$ cat config.mk
export PLATFORM = sky130hd
export DESIGN_NAME = wb_arbiter
export DESIGN_NICKNAME = d
export VERILOG_FILES = /design/src/rtl/wb_pkg.sv /design/src/rtl/wb_fifo.sv /design/src/rtl/wb_arbiter.sv
export SDC_FILE = /design/constraint.sdc
export NUM_CORES = 1
export LEC_CHECK = 0
export ABC_CLOCK_PERIOD_IN_PS = 4670
export CORE_MARGIN = 2
export CORE_UTILIZATION = 63
export CTS_CLUSTER_SIZE = 40
export DETAILED_ROUTE_END_ITERATION = 10
export DONT_BUFFER_PORTS = 1
export GPL_ROUTABILITY_DRIVEN = 0
export PLACE_DENSITY_LB_ADDON = 0.08
export SLEW_MARGIN = 20
export SYNTH_ARGS = -nofsm -noshare
export SYNTH_HDL_FRONTEND = slang
export SYNTH_SLANG_ARGS = --single-unit
$ cat constraint.sdc
create_clock -name clk -period 4.67 [get_ports clk]
set_input_delay 1.1675 -clock clk [delete_from_list [all_inputs] [get_ports clk]]
set_output_delay 1.1675 -clock clk [all_outputs]
set_load 0.005 [all_outputs]
$ cat src/rtl/wb_pkg.sv
// Shared types for the writeback arbiter: routing address, port FSM states,
// round-robin grant encoding and the queued result entry.
package wb_pkg;

   localparam logic [3:0] PC_ADDR  = 4'd15;
   localparam int         ENTRY_DW = 32;

   typedef enum logic [1:0] {
      IDLE   = 2'd0,
      SETUP  = 2'd1,
      STROBE = 2'd2
   } port_state_t;

   typedef enum logic {
      GNT_ALU = 1'b0,
      GNT_MEM = 1'b1
   } grant_t;

   // Default-width entry; the top re-declares the same layout at its own DW.
   typedef struct packed {
      logic [3:0]          dest;
      logic [ENTRY_DW-1:0] data;
   } entry_t;

   // A grant is only ever offered outside SETUP, so SETUP always advances.
   function automatic port_state_t port_next(input port_state_t cur, input logic gnt);
      port_state_t nxt;
      if (cur == SETUP)
         nxt = STROBE;
      else if (gnt)
         nxt = SETUP;
      else
         nxt = IDLE;
      return nxt;
   endfunction

endpackage

$ cat src/rtl/wb_fifo.sv
// Per-source result queue: head is combinational, and every slot is exposed
// oldest-first with a valid mask so the top can search pending writes.
module wb_fifo
   import wb_pkg::*;
#(
   parameter int  DEPTH = 2,
   parameter type T     = entry_t
) (
   input  logic             clk,
   input  logic             reset,
   input  logic             push,
   input  T                 push_data,
   input  logic             pop,
   output T                 head,
   output logic             full,
   output logic             empty,
   output T                 ents [DEPTH],
   output logic [DEPTH-1:0] ents_vld
);

   localparam int AW = $clog2(DEPTH);

   T              mem [DEPTH];
   logic [AW-1:0] rd_ptr;
   logic [AW-1:0] wr_ptr;
   logic [AW:0]   count;

   assign full  = (count == (AW+1)'(DEPTH));
   assign empty = (count == '0);
   assign head  = mem[rd_ptr];

   always_ff @(posedge clk) begin
      if (reset) begin
         rd_ptr <= '0;
         wr_ptr <= '0;
         count  <= '0;
      end else begin
         if (push) wr_ptr <= wr_ptr + 1'b1;
         if (pop)  rd_ptr <= rd_ptr + 1'b1;
         count <= count + (AW+1)'(push) - (AW+1)'(pop);
      end
   end

   always_ff @(posedge clk) begin
      if (push) mem[wr_ptr] <= push_data;
   end

   // Slot i is the i-th oldest entry; pointers wrap because DEPTH is a power of two.
   for (genvar i = 0; i < DEPTH; i++) begin : g_ent
      assign ents[i]     = mem[rd_ptr + AW'(i)];
      assign ents_vld[i] = ((AW+1)'(i) < count);
   end

endmodule

$ cat src/rtl/wb_arbiter.sv
// Writeback arbiter: two result queues feeding the GPR and PC write ports of the
// register file, each write issued as SETUP then a one-cycle STROBE.
// Optional WB_BYPASS_EN adds a combinational lookup over all pending writes.
module wb_arbiter
   import wb_pkg::*;
#(
   parameter int DEPTH = 2,
   parameter int DW    = 32
) (
   input  logic          clk,
   input  logic          reset,
   input  logic          alu_valid,
   output logic          alu_ready,
   input  logic [3:0]    alu_dest,
   input  logic [DW-1:0] alu_data,
   input  logic          mem_valid,
   output logic          mem_ready,
   input  logic [3:0]    mem_dest,
   input  logic [DW-1:0] mem_data,
   output logic          write,
   output logic [3:0]    dest_add,
   output logic [DW-1:0] data_write,
   output logic          write_pc,
   output logic [DW-1:0] pc_next
`ifdef WB_BYPASS_EN
   ,
   input  logic [3:0]    lkp_add,
   output logic          lkp_hit,
   output logic [DW-1:0] lkp_data
`endif
);

   typedef struct packed {
      logic [3:0]    dest;
      logic [DW-1:0] data;
   } ent_t;

   ent_t             alu_head, mem_head;
   ent_t             alu_ents [DEPTH];
   ent_t             mem_ents [DEPTH];
   logic [DEPTH-1:0] alu_vld, mem_vld;
   logic             alu_full, alu_empty, mem_full, mem_empty;
   logic             alu_pop, mem_pop;

   port_state_t      gpr_st, pc_st;
   grant_t           last_grant;

   assign alu_ready = !alu_full && !reset;
   assign mem_ready = !mem_full && !reset;

   wb_fifo #(.DEPTH(DEPTH), .T(ent_t)) u_alu_fifo (
      .clk       (clk),
      .reset     (reset),
      .push      (alu_valid && alu_ready),
      .push_data ({alu_dest, alu_data}),
      .pop       (alu_pop),
      .head      (alu_head),
      .full      (alu_full),
      .empty     (alu_empty),
      .ents      (alu_ents),
      .ents_vld  (alu_vld)
   );

   wb_fifo #(.DEPTH(DEPTH), .T(ent_t)) u_mem_fifo (
      .clk       (clk),
      .reset     (reset),
      .push      (mem_valid && mem_ready),
      .push_data ({mem_dest, mem_data}),
      .pop       (mem_pop),
      .head      (mem_head),
      .full      (mem_full),
      .empty     (mem_empty),
      .ents      (mem_ents),
      .ents_vld  (mem_vld)
   );

   // ---- Arbitration: each head requests the port its dest routes to ----
   logic alu_gpr_req, alu_pc_req, mem_gpr_req, mem_pc_req;
   logic gpr_open, pc_open, gpr_tie, pc_tie;
   logic gpr_alu, gpr_mem, pc_alu, pc_mem;

   assign alu_gpr_req = !alu_empty && (alu_head.dest != PC_ADDR);
   assign alu_pc_req  = !alu_empty && (alu_head.dest == PC_ADDR);
   assign mem_gpr_req = !mem_empty && (mem_head.dest != PC_ADDR);
   assign mem_pc_req  = !mem_empty && (mem_head.dest == PC_ADDR);

   assign gpr_open = (gpr_st != SETUP);
   assign pc_open  = (pc_st != SETUP);
   assign gpr_tie  = alu_gpr_req && mem_gpr_req;
   assign pc_tie   = alu_pc_req && mem_pc_req;

   // On a tie the source that did not win the previous tie goes first.
   assign gpr_alu = gpr_open && alu_gpr_req && (!gpr_tie || last_grant == GNT_MEM);
   assign gpr_mem = gpr_open && mem_gpr_req && (!gpr_tie || last_grant == GNT_ALU);
   assign pc_alu  = pc_open && alu_pc_req && (!pc_tie || last_grant == GNT_MEM);
   assign pc_mem  = pc_open && mem_pc_req && (!pc_tie || last_grant == GNT_ALU);

   assign alu_pop = gpr_alu || pc_alu;
   assign mem_pop = gpr_mem || pc_mem;

   // Only contested grants move the round-robin pointer.
   always_ff @(posedge clk) begin
      if (reset)
         last_grant <= GNT_ALU;
      else if (gpr_open && gpr_tie)
         last_grant <= gpr_alu ? GNT_ALU : GNT_MEM;
      else if (pc_open && pc_tie)
         last_grant <= pc_alu ? GNT_ALU : GNT_MEM;
   end

   // ---- Port FSMs: address/data load only on entry to SETUP ----
   always_ff @(posedge clk) begin
      if (reset) begin
         gpr_st     <= IDLE;
         dest_add   <= '0;
         data_write <= '0;
      end else begin
         gpr_st <= port_next(gpr_st, gpr_alu || gpr_mem);
         if (gpr_alu)
            {dest_add, data_write} <= alu_head;
         else if (gpr_mem)
            {dest_add, data_write} <= mem_head;
      end
   end

   always_ff @(posedge clk) begin
      if (reset) begin
         pc_st   <= IDLE;
         pc_next <= '0;
      end else begin
         pc_st <= port_next(pc_st, pc_alu || pc_mem);
         if (pc_alu)
            pc_next <= alu_head.data;
         else if (pc_mem)
            pc_next <= mem_head.data;
      end
   end

   assign write    = (gpr_st == STROBE);
   assign write_pc = (pc_st == STROBE);

`ifdef WB_BYPASS_EN
   // Scan lowest priority first so later matches override: in-flight,
   // then ALU oldest..youngest, then MEM oldest..youngest.
   always_comb begin
      lkp_hit  = 1'b0;
      lkp_data = '0;
      if (gpr_st != IDLE && dest_add == lkp_add) begin
         lkp_hit  = 1'b1;
         lkp_data = data_write;
      end
      if (pc_st != IDLE && lkp_add == PC_ADDR) begin
         lkp_hit  = 1'b1;
         lkp_data = pc_next;
      end
      for (int i = 0; i < DEPTH; i++) begin
         if (alu_vld[i] && alu_ents[i].dest == lkp_add) begin
            lkp_hit  = 1'b1;
            lkp_data = alu_ents[i].data;
         end
      end
      for (int i = 0; i < DEPTH; i++) begin
         if (mem_vld[i] && mem_ents[i].dest == lkp_add) begin
            lkp_hit  = 1'b1;
            lkp_data = mem_ents[i].data;
         end
      end
   end
`else
   logic unused_bypass;
   always_comb begin
      unused_bypass = ^{alu_vld, mem_vld};
      for (int i = 0; i < DEPTH; i++)
         unused_bypass = unused_bypass ^ (^alu_ents[i]) ^ (^mem_ents[i]);
   end
`endif

endmodule

==> results of run 1 <==
through the flow:
stage,std cells,setup slack [ns],hold slack (ns),cell area (µm²)
6_report,816,1.57,0.496,9600
5_1_grt,816,1.31,0.514,9600
4_1_cts,813,1.57,0.499,9520
3_5_place_dp,773,1.58,0.484,8810
3_3_place_gp,773,1.66,0.480,8810
2_1_floorplan,625,0.908,0.455,8670
metal layers:
layer  global-route usage [%]  wire length, µm  share of wire [%]  vias to the layer above
met5                        0                0                  0                        -
met3                     8.51             1910                9.9                       33
li1                         -                -                  -                     2341
met2                     48.3            10000                 52                      208
met1                     29.9             6920                 36                     2549
met4                     8.55              471                2.4                        0
cell usage in the layout (no fill, tap or decap), drive strengths merged, types with 2 or more instances in the layout:
cell type	Yosys	layout
a21oi	4	4
a32o	68	68
and3	2	2
buf	30	10
clkbuf	5	34
clkinv	0	4
clkinvlp	0	2
dfxtp	83	83
edfxtp	144	144
ha	2	2
inv	5	5
mux2	4	4
mux2i	72	72
nand2	138	138
nand2b	3	3
nand3	3	3
nand4	2	2
nor2	21	21
nor2b	9	9
nor3	6	6
o21ai	5	5
xnor2	7	7
area by class of cell:
cell class,count,area (µm²),share of cell area (%)
Clock buffer,34,667,6.94
Clock inverter,6,38.8,0.404
Inverter,5,18.8,0.195
Multi-Input combinational cell,358,2530,26.4
Sequential cell,227,5990,62.4
Tap cell,176,220,2.29
Timing Repair Buffer,10,135,1.41
kinds of logic after synthesis:
group / share of synthesized area, %
compound gates: 9.20
mux: 8.84
buf+inv: 2.32
xor+xnor: 0.809
flops: 69.1
simple gates: 9.47
fa+ha+maj: 0.289
worst min-delay path by stage:
stage	startpoint	to	slack (ns)	cells after the start
global placement	pc_next[12]$_SDFFE_PP0P_	pc_next[12]$_SDFFE_PP0P_	0.48	1
finish	pc_next[10]$_SDFFE_PP0P_	pc_next[10]$_SDFFE_PP0P_	0.50	1
detailed placement	pc_next[17]$_SDFFE_PP0P_	pc_next[17]$_SDFFE_PP0P_	0.48	1
CTS	pc_next[17]$_SDFFE_PP0P_	pc_next[17]$_SDFFE_PP0P_	0.50	1
floorplan	pc_st[0]$_SDFF_PP0_	pc_st[1]$_SDFF_PP0_	0.45	2
global route	data_write[11]$_SDFFE_PP0P_	data_write[11]$_SDFFE_PP0P_	0.51	1
registers in the layout (all words and copies together), names as in the netlist, named ones only:
signal,flops
u_alu_fifo.wr_ptr,1
u_alu_fifo.rd_ptr,1
pc_st,2
dest_add,4
gpr_st,2
data_write,32
u_mem_fifo.count,2
last_grant,1
pc_next,32
u_alu_fifo.count,2
u_mem_fifo.mem,72
u_mem_fifo.wr_ptr,1
u_mem_fifo.rd_ptr,1
u_alu_fifo.mem,72
critical path: stages (launching register included):
cell and delay (ns):
dfxtp_2 0.78, mux2i_1 0.21, nor3_1 0.70, mux2_2 0.31, o22a_1 0.21, xnor2_1 0.08, ha_1 0.20, xnor2_1 0.13
nor2b_1 0.13, mux2_2 0.25
where the power goes:
part	internal [mW]	total [mW]	leakage, nW	switching, mW
Combinational	0.582	1.51	0.929	0.924
Clock	0.986	1.70	0.343	0.710
Sequential	2.46	2.71	2.00	0.252
Total	4.02	5.91	3.27	1.89
==> reports/qor.txt, run 1 <==
Worst Path Required -> 5.06 ns
CTS tree -> done
Worst-path clk slew -> 0.06 ns
Detailed Route WL -> 19400 µm
DRT iter0 DRCs -> 419
Fill cell count -> 858
FFs w/ async S/R, synth -> 0%
Final setup skew -> 0.00983 ns
Syn Nets -> 703
Static leakage -> 3.27 nW
H-tree depth -> 1
Reg2reg setup slack -> 1.57 ns
Ys Warns -> 0
GRT Residual Overflow -> 0
Drt pass-1 iters -> 5
Share of layout cells above drive strength 1 -> 10.8%
Mapped Area -> 0.00867 mm²
Vias -> 5131
Synth area leader -> edfxtp_1
Inserted Diodes -> 0
DR vias/cell -> 6.29
Clock buffer depth -> 3
Commonest cells in the netlist -> edfxtp_1 (144), nand2_1 (137), dfxtp_1 (83), mux2i_1 (72), a32o_1 (68)
CTS Sinks -> 227
Max-slew violations -> 0
Setup CP Type -> reg -> reg
Post-route ant nets -> 0
Post-DP HPWL -> 11800 µm
Crit path to -> u_mem_fifo.count[1]$_SDFF_PP0_
Largest net degree at the start of global routing -> 38
Avg WL per Cell -> 23.7 µm
Die area -> 0.0147 mm²
Distinct cell type count after synthesis -> 43
DIE HEIGHT -> 121 µm
# port buffers -> 0
Worst VDD drop -> 373 µV
Max-Cap Viols -> 0
Reg2reg path depth -> 9
# setup viols final -> 0
Setup_tns -> 0 ns
Status -> finished clean
Finished Core Util -> 71.9%
Fmax -> 322 MHz
RR Endpoint -> u_mem_fifo.count[1]$_SDFF_PP0_
Syn_area_per_cell -> 13.9 µm²
Yosys top cell area share -> 49.9%
Mapped Cells -> 625
Die Wd -> 121 µm
Final Hold Fails -> 0
Pwr/cell area -> 615 mW/mm²
Post-CTS Setup Bufs -> 0
Num CTS Buffers -> 22
Slew headroom -> 29.5%
Critical path fanouts, max -> 20
CTS root buffer -> clkbuf_16
I/O Pins -> 148
DRC viols -> 0
CTS-repair resized insts -> 0
Ranking of synthesized cells by area -> edfxtp_1 (50%), dfxtp_1 (19%), mux2i_1 (8.3%)
P&R area growth vs syn -> 10.8%
FP Rows -> 42
Total power -> 5.91 mW
Hold Path Class -> reg -> reg
RSZ-0062 raised after global routing -> false
Total track usage -> 26.7%
Worst skew pair latency -> 0.50 ns
Starting Density -> 64.9%
Post-synth EDFFs -> 144
Initial antenna violation count -> 0
Ys flop type -> edfxtp_1
Setup crit start kind -> flip-flop
Final worst path period need -> 3.10 ns
First-pass GRT wire length -> 29300 µm
Worst Setup End Kind -> flip-flop
Flops & latches, synth -> 227
Final worst-path cycle share -> 66.5%
Vias in the first global route -> 5362
Worst slew pin tran -> 1.05 ns
Most common cell in the netlist -> edfxtp_1
Nets -> 702
Hold_buf cts -> 0
Sequential share of the synthesized area -> 69.1%
Core ar. -> 0.0133 mm²
Crit path DAT -> 3.49 ns
(Power assumes the default switching activity.)
==> run 2, diff against run 1 <==
Settings changed: ABC_CLOCK_PERIOD_IN_PS 4670 to 2700, CORE_UTILIZATION 63 to 57.
Clock period 4.67 ns to 2.7 ns, I/O delays scaled along.
==> run 2 against run 1 <==
- final cell count up 3.2%
- via count up 0.90%
- cell area up 1.4%
- first-iteration DRC count down 11%
- global-route usage down 2.2 points
- maximum frequency up 21%
- flip-flop and latch count unchanged
- critical path depth down 3
- die area up 10%
- critical path type unchanged
==> reports/qor.txt, run 2 (synthesis results as in run 1) <==
Worst Setup End Kind -> flip-flop
Final Hold Fails -> 0 (unchanged)
RR Endpoint -> pc_next[0]$_SDFFE_PP0P_
CTS-repair resized insts -> 0 (unchanged)
Post-CTS Setup Bufs -> 0 (unchanged)
Clock buffer depth -> 3 (unchanged)
Largest regs -> u_alu_fifo.mem x72, u_mem_fifo.mem x72
Metal-1 WL -> 7920 µm (+14%)
Share of layout cells above drive strength 1 -> 12.1% (+1.3 points)
H-tree depth -> 1 (unchanged)
First-pass GRT wire length -> 30200 µm (+3.1%)
Hold_buf cts -> 0 (unchanged)
I/O Pins -> 148 (unchanged)
# setup viols final -> 0 (unchanged)
Vias in the first global route -> 5321 (-0.76%)
RSZ-0062 raised after global routing -> false
Multi-input logic area -> 0.00253 mm² (unchanged)
Max-slew violations -> 0 (unchanged)
Final worst-path cycle share -> 95.0% (+29 points)
Worst Path Required -> 3.14 ns (-1.92 ns)
Crit path DAT -> 3.00 ns (-0.49 ns)
Worst slew pin tran -> 1.13 ns (+0.0736 ns)
DRT iter0 DRCs -> 374 (-11%)
Critical path fanouts, max -> 20 (unchanged)
Largest net degree at the start of global routing -> 37 (-2.6%)
Reg2reg path depth -> 6 (-3)
Status -> finished clean
Finished Core Util -> 64.7% (-7.2 points)
Register area -> 0.00599 mm² (unchanged)
Initial antenna violation count -> 0 (unchanged)
Setup crit start kind -> flip-flop
Die area -> 0.0162 mm² (+10%)
Reg2reg setup slack -> 0.14 ns (-1.43 ns)
Placed cells -> 800 (+3.5%)
Detailed Route WL -> 19700 µm (+1.8%)
Static leakage -> 3.34 nW (+2.0%)
DRC viols -> 0 (unchanged)
Final setup skew -> 0.0152 ns (+0.00535 ns)
Non-Filler Instances -> 842 (+3.2%)
Slew headroom -> 24.4% (-5.1 points)
Setup_tns -> 0 ns (unchanged)
Fmax -> 390 MHz (+21%)
Hold Path Class -> in -> reg
CTS root buffer -> clkbuf_16
DIE HEIGHT -> 127 µm (+5.0%)
Worst VDD drop -> 673 µV (+80%)
Avg WL per Cell -> 23.4 µm (-1.3%)
Max-Cap Viols -> 0 (unchanged)
Vias -> 5177 (+0.90%)
Total track usage -> 24.5% (-2.2 points)
Setup CP Type -> reg -> reg
Min Hold Slack -> 0.239 ns (-0.257 ns)
Total power -> 10.4 mW (+77%)
FF-to-FF Start -> u_mem_fifo.mem[0][34]$_DFFE_PP_
Fill cell count -> 1081 (+26%)
Nets -> 715 (+1.9%)
# port buffers -> 0 (unchanged)
DR vias/cell -> 6.15 (-2.2%)
CTS tree -> done
Post-DP HPWL -> 12300 µm (+4.6%)
Post-route ant nets -> 0 (unchanged)
GRT Residual Overflow -> 0 (unchanged)
WL met2 -> 9000 µm (-10%)
Die Wd -> 127 µm (+5.0%)
P&R area growth vs syn -> 12.3%
CTS Sinks -> 227 (unchanged)
Most frequent cells in the layout -> edfxtp_1 (144), nand2_1 (137), dfxtp_1 (81), mux2i_1 (72), a32o_1 (68)
Num CTS Buffers -> 23 (+4.5%)
Worst skew pair latency -> 0.51 ns (about the same)
Drt pass-1 iters -> 5 (unchanged)
Inserted Diodes -> 0 (unchanged)
Met3 wire len -> 2150 µm (+12%)
Final worst path period need -> 2.56 ns (-0.540 ns)
Worst-path clk slew -> 0.06 ns (about the same)
Hold Crit Endpoint -> gpr_st[1]$_SDFF_PP0_
WHS Path Cells -> 1 (unchanged)
Starting Density -> 57.6% (-7.3 points)
Core ar. -> 0.0150 mm² (+13%)
DR top layer -> met4
Pwr/cell area -> 1070 mW/mm² (+74%)
Min-delay src -> reset
Most common cell after layout, fill and taps aside -> edfxtp_1
FP Rows -> 45 (+7.1%)
## run 2: cell count changes in the layout (fill, tap and decap cells not counted), moves of 2 or more
cell	delta
buf_16	-3
buf_4	+9
clkinv_1	+2
clkbuf_1	+2
clkbuf_8	-2
buf_12	+6
## run 2: report_power, final
group / internal, mW / switching [mW]
sequential: 4.25 / 0.367
clock: 1.75 / 1.25
combinational: 1.12 / 1.70
## run 2: metrics by stage
| stage | worst slack [ns] | area [µm²] |
|---|---|---|
| after floorplan | -0.570 | 8670 |
| after global routing | 0.0163 | 9730 |
| final | 0.136 | 9730 |
| after global placement | 0.326 | 9020 |
| after CTS | 0.170 | 9730 |
| after detailed placement | 0.204 | 9020 |
## run 2: worst max path at each step
stage	slack, ns	start	to	depth (start not counted)
after CTS	0.17	u_mem_fifo.mem[0][34]$_DFFE_PP_	pc_next[0]$_SDFFE_PP0P_	6
after floorplan	-0.57	reset	u_alu_fifo.mem[0][0]$_DFFE_PP_	4
after global placement	0.33	u_mem_fifo.mem[0][33]$_DFFE_PP_	u_mem_fifo.count[1]$_SDFF_PP0_	10
after global routing	0.02	u_mem_fifo.mem[1][33]$_DFFE_PP_	pc_next[0]$_SDFFE_PP0P_	6
after detailed placement	0.20	u_mem_fifo.mem[0][34]$_DFFE_PP_	pc_next[25]$_SDFFE_PP0P_	6
final	0.14	u_mem_fifo.mem[0][34]$_DFFE_PP_	pc_next[0]$_SDFFE_PP0P_	6
## run 2: layout make-up
cell class / instances / share of cell area (%)
clock buffers: 34 / 6.65
clock inverters: 8 / 0.707
inverters: 5 / 0.193
multi-input cells: 358 / 26.0
flip-flops and latches: 227 / 61.5
well taps: 188 / 2.42
repair buffers: 22 / 2.47
## run 2: critical path, cell delays in order (launching register included)
cell      delay [ns]
edfxtp_1        0.40
nand4_1         0.16
o22ai_2         0.16
and2_1          0.25
nor3_2          0.90
buf_4           0.43
a32o_1          0.18
## run 2: layer usage
| metal | up-vias | GRT usage (%) |
|---|---|---|
| li1 | 2366 | - |
| met5 | - | 0 |
| met4 | 0 | 8.08 |
| met2 | 209 | 38.6 |
| met1 | 2550 | 31.9 |
| met3 | 52 | 9.13 |
==> run 3, diff against run 2 <==
Settings changed: CORE_UTILIZATION 57 to 58, CTS_CLUSTER_SIZE 40 to unset, SYNTH_HIERARCHICAL set to 1.
==> run 3 against run 2 <==
- via count rose by 5.7%
- cell area rose by 12%
- combinational power rose by 31%
- clock skew fell by 0.0010 ns
- critical path depth rose by 4
- worst setup slack improved by 0.039 ns
- die area rose by 19%
- synthesized cell count rose by 18%
- utilization fell by 4.0 points
- first-iteration DRC count fell by 31%
- largest cell class unchanged
- largest power group unchanged
- highest routed layer unchanged
==> reports/qor.txt, run 3 <==
Critical path fanouts, max -> 7 (-65%)
Hold Crit Endpoint -> u_mem_fifo/mem[0][0]$_DFFE_PP_
Clock buffer depth -> 3 (unchanged)
Final Hold Fails -> 0 (unchanged)
Setup_tns -> 0 ns (unchanged)
Worst setup margin -> 0.174 ns (+0.0386 ns)
Worst slack at placement -> 0.158 ns (-0.0461 ns)
Fmax -> 396 MHz (+1.5%)
Nets -> 742 (+3.8%)
Internal -> 7.53 mW (+5.7%)
GRT Residual Overflow -> 0 (unchanged)
P&R area growth vs syn -> 2.88%
Final worst-path cycle share -> 93.5% (-1.4 points)
Most frequent cells in the layout -> edfxtp_1 (144), dfxtp_1 (81), mux2_4 (60), nor2_1 (52), nor2b_1 (41)
Vias in the first global route -> 5779 (+8.6%)
FP Rows -> 49 (+8.9%)
Num CTS Buffers -> 24 (+4.3%)
DRT iter0 DRCs -> 257 (-31%)
Setup CP Type -> reg -> reg
WHS Path Cells -> 0 (-1)
Most common cell after layout, fill and taps aside -> edfxtp_1
Post-CTS Setup Bufs -> 0 (unchanged)
Total track usage -> 23.1% (-1.5 points)
Final setup skew -> 0.0142 ns (-0.000997 ns)
Post-route ant nets -> 0 (unchanged)
Reg2reg path depth -> 10 (+4)
Worst-path clk slew -> 0.06 ns (about the same)
WL met2 -> 11400 µm (+26%)
Share of layout cells above drive strength 1 -> 34.9% (+23 points)
Slew headroom -> 33.1% (+8.7 points)
Mapped Cells -> 737 (+18%)
CTS Sinks -> 227 (unchanged)
Syn Nets -> 817 (+16%)
Combinational share of power -> 32.6% (+5.5 points)
Ys Warns -> 6 (+6)
Mapped Area -> 0.0106 mm² (+22%)
Reg2reg setup slack -> 0.17 ns (+0.04 ns)
Worst Setup End Kind -> flip-flop
Hold_buf cts -> 0 (unchanged)
Crit path DAT -> 2.97 ns (-0.03 ns)
Vias -> 5473 (+5.7%)
Fill cell count -> 1394 (+29%)
Largest net degree at the start of global routing -> 87 (+140%)
RSZ-0062 raised after global routing -> false
DR vias/cell -> 6.01 (-2.2%)
DRC viols -> 0 (unchanged)
Avg WL per Cell -> 24.5 µm (+4.7%)
Crit-path cells -> mux2_4 > and4_4 > nor3_1 > nand2_1 > a41oi_2 > ha_1 > inv_1 > ha_1 > xnor3_1 > nor2_1
Worst slew pin tran -> 1.00 ns (-0.124 ns)
Most used cell along the critical path -> ha_1
Syn_area_per_cell -> 14.3 µm² (+3.4%)
H-tree depth -> 1 (unchanged)
Multi-input logic area -> 0.00362 mm² (+43%)
Drt pass-1 iters -> 5 (unchanged)
Initial antenna violation count -> 1 (+1)
RR Endpoint -> u_mem_fifo/count[1]$_SDFF_PP0_
CTS tree -> done
Largest stage delay, worst path -> 0.43 ns (-0.47 ns)
# setup viols final -> 0 (unchanged)
First-pass GRT wire length -> 34200 µm (+13%)
Largest regs -> u_alu_fifo/mem x72, u_mem_fifo/mem x72
Starting Density -> 59.0% (+1.4 points)
Detailed Route WL -> 22300 µm (+13%)
DIE HEIGHT -> 139 µm (+9.2%)
Worst Path Required -> 3.14 ns (about the same)
Flop pwr share -> 40.2% (-4.0 points)
Min-delay src -> mem_data[0]
Slowest stage cell, crit path -> dfxtp_2
Metal-1 WL -> 8160 µm (+3.0%)
CTS root buffer -> clkbuf_16
Register area -> 0.00599 mm² (unchanged)
Switching share of power -> 33.6% (+1.8 points)
Hold Path Class -> in -> reg
Die area -> 0.0193 mm² (+19%)
Static leakage -> 3.74 nW (+12%)
DR top layer -> met4
Worst skew pair latency -> 0.51 ns (about the same)
Clock power frac -> 27.2% (-1.6 points)
I/O Pins -> 148 (unchanged)
Final worst path period need -> 2.53 ns (-0.0386 ns)
Die Wd -> 139 µm (+9.2%)
# port buffers -> 0 (unchanged)
Met3 wire len -> 2060 µm (-4.0%)
Sw power -> 3.81 mW (+15%)
Max-slew violations -> 0 (unchanged)
Setup crit start kind -> flip-flop
Worst VDD drop -> 698 µV (+3.8%)
Post-DP HPWL -> 15200 µm (+23%)
Status -> finished clean
Core ar. -> 0.0179 mm² (+19%)
Pwr/cell area -> 1040 mW/mm² (-2.8%)
Max-Cap Viols -> 0 (unchanged)
run 3: routing by layer:
metal | track usage (%) | up-vias
met5 | 0 | -
met4 | 8.19 | 0
met3 | 8.29 | 41
met2 | 40.3 | 188
met1 | 26.2 | 2708
li1 | - | 2536
run 3: power by group through the flow:
stage	registers (mW)	clock network (mW)	logic [mW]
finish	4.56	3.08	3.70
global route	4.62	3.29	3.99
CTS	4.57	3.15	3.74
detailed placement	4.64	0	3.72
global placement	4.62	0	3.63
floorplan	4.49	0	3.43
run 3: metrics by stage:
stage               hold slack (ns)  util [%]  total power [mW]  cells  cell area (µm²)
floorplan                     0.484         -              7.92    737            10600
global placement              0.500      56.5              8.25    865            10100
detailed placement            0.515      56.5              8.35    865            10100
CTS                           0.234      60.7              11.5    909            10900
global route                  0.234      60.7              11.9    909            10900
finish                        0.257      60.7              11.3    910            10900
run 3: area by class of cell:
type,instances,share of cell area [%]
Multi-Input combinational cell,378,33.3
Tap cell,229,2.63
Antenna cell,1,0.0230
Clock inverter,8,0.621
Sequential cell,227,55.1
Timing Repair Buffer,24,1.89
Clock buffer,36,6.22
Inverter,7,0.242
run 3: repair_timing:
| action | CTS | global route |
|---|---|---|
| endpoints found under the hold margin | 0 | 0 |
| endpoints found under the setup margin | 0 | 1 |
| gates resized for setup | 0 | 1 |
run 3: how the worst max path moves through the flow:
stage	from	to	cells after the start
3_3_place_gp	flip-flop	u_mem_fifo/count[1]$_SDFF_PP0_	10
4_1_cts	flip-flop	u_mem_fifo/count[1]$_SDFF_PP0_	10
5_1_grt	flip-flop	u_mem_fifo/count[1]$_SDFF_PP0_	10
3_5_place_dp	flip-flop	u_mem_fifo/count[1]$_SDFF_PP0_	10
6_report	flip-flop	u_mem_fifo/count[1]$_SDFF_PP0_	10
2_1_floorplan	flip-flop	u_alu_fifo/count[1]$_SDFF_PP0_	13
run 3: critical path, delay by kind of cell, from the launching register on:
kind,cells,cell delay (ns)
AOI/OAI and AO/OA,1,0.25
xor gates and xnor gates,1,0.21
adders and majority gates,2,0.41
buffers and inverters,1,0.06
DFF,1,0.43
muxes,1,0.35
and+or+nand+nor,4,0.77
==> variant (config.mk and constraints of run 2) <==
The option `WB_BYPASS_EN` is turned on by a define.
--- a/src/rtl/wb_arbiter.sv
+++ b/src/rtl/wb_arbiter.sv
@@ -3,2 +3,4 @@
 // Optional WB_BYPASS_EN adds a combinational lookup over all pending writes.
+`define WB_BYPASS_EN
+
 module wb_arbiter
Interface: changed (added lkp_add, lkp_data and lkp_hit); port bits go from 148 to 185. No check against the original RTL was run, so the function may have changed too.
==> variant against run 2 <==
- the flow now finishes with violations (setup timing)
- sequential power grew 7.6%
- synthesized cell count grew 50%
- sequential cell count is the same
- count of clock-buffer cells in the layout shrank 4
- non-clock buffer count grew 84
- via count grew 71%
- combinational power grew 93%
- worst setup slack lost 0.78 ns
- total power grew 37%
- design area grew 52%
- synthesized area grew 32%
- wire length grew 92%
- cell count grew 52%
- critical path type is now reg -> out
==> variant: results <==
group,metric,value,unit
outcome,run_status,"finished, violations left",
outcome,failed_checks,"setup timing",
synth,synthesis.area_per_instance,12.2,µm²
cells_and_area,areaGrowthSynthToFinish,29.2,%
grt,grt.met2_usage,56.9,%
cells_and_area,filler_cell_count,1223,
cells_and_area,clock_area_share,6.56,%
hold_path,hold_path_endpoint,"u_alu_fifo.count[1]",
power,internal_power,9.07,mW
grt,grt_first_pass_wirelength,56.3,mm
setup_path,critical-path-max-stage-delay,0.47,ns
setup_path,rrSetupSlack,-0.35,ns
setup_path,crit_arrival,2.67,ns
grt,grt.total_usage,34.4,%
routing,routed-wl-met3,3.67,mm
placed_design,placed_cells,1216,
cells_and_area,multi_input_comb_area,0.00619,mm²
grt,pin_count_of_the_biggest_net_entering_global_routing,67,
routing,drc_marker_count_from_the_first_detailed_route_iteration,868,
timing,clock-skew-final,0.0186,ns
clock_tree,tritoncts.num_buffers,26,
timing,worst-slew-pin-transition,0.980,ns
setup_path,rr_endpoint,"u_mem_fifo.count[1]",
routing,met2_wirelength,18.3,mm
synth,netlist_top_cells_area,"sky130_fd_sc_hd__edfxtp_1 38%, sky130_fd_sc_hd__dfxtp_1 15%, sky130_fd_sc_hd__mux2i_1 8.5%",
grt,gr-usage-met1,43.1,%
clock_tree,clk-insertion-delay-late,0.54,ns
cells_and_area,multi_input_area_share,42.0,%
cells_and_area,final_nets,1074,
clock_tree,post-cts-setup-buffers,7,
cells_and_area,nNonClkInverters,31,
placed_design,hpwl,22.9,mm
setup_path,critical_path.startpoint,"u_mem_fifo.mem[1][32]",
routing,wl_met1,14.3,mm
cells_and_area,num-clock-buffers,30,
cells_and_area,seq_area_share,40.7,%
synth,synth.net_count,1021,
power,leakagePower,5.02,nW
routing,wl,37.8,mm
cells_and_area,layout.buffer.nonclock.area_share,7.76,%
setup_path,endpoint,"lkp_data[11]",
grt,first_global_vias,9468,
synth,yosysSeqAreaShare,52.4,%
synth,ys_types,52,
timing,setup_total_negative_slack,-20.17,ns
timing,setup_ws,-0.646,ns
placed_design,placed_cell_area,0.0130,mm²
cells_and_area,drive_above_1_share,34.4,%
timing,setup_viol,35,
timing,finalHoldWorstSlack,0.209,ns
routing,via_count_of_the_routed_design,8866,
setup_path,r2r.worst_path.cells,16,
-- variant: power by group through the flow --
stage,combinational [mW],clock (mW),sequential (mW)
6_report,5.45,3.92,4.96
2_1_floorplan,3.42,0,4.70
4_1_cts,5.18,3.93,4.92
3_5_place_dp,4.85,0,4.96
3_3_place_gp,4.72,0,4.93
5_1_grt,5.76,4.08,5.02
-- variant: critical path, delay by kind of cell (launching register included) --
kind | cells | cell delay, ns
AO/OA/AOI/OAI | 2 | 0.38
XOR/XNOR | 1 | 0.20
buffers and inverters | 2 | 0.37
flip-flops | 1 | 0.40
multiplexers | 1 | 0.16
AND/OR/NAND/NOR | 2 | 0.62
-- variant: kinds of logic (layout without fill, tap and decap cells) --
kind of cell	after synthesis	count (layout)	synth area share (%)
XOR/XNOR	27	27	2.07
AND/OR/NAND/NOR	197	198	8.66
flip-flops	227	227	52.4
AO/OA/AOI/OAI	225	225	19.0
buffers and inverters	113	185	4.20
multiplexers	146	146	13.3
adder cells (fa/ha/maj)	3	3	0.329
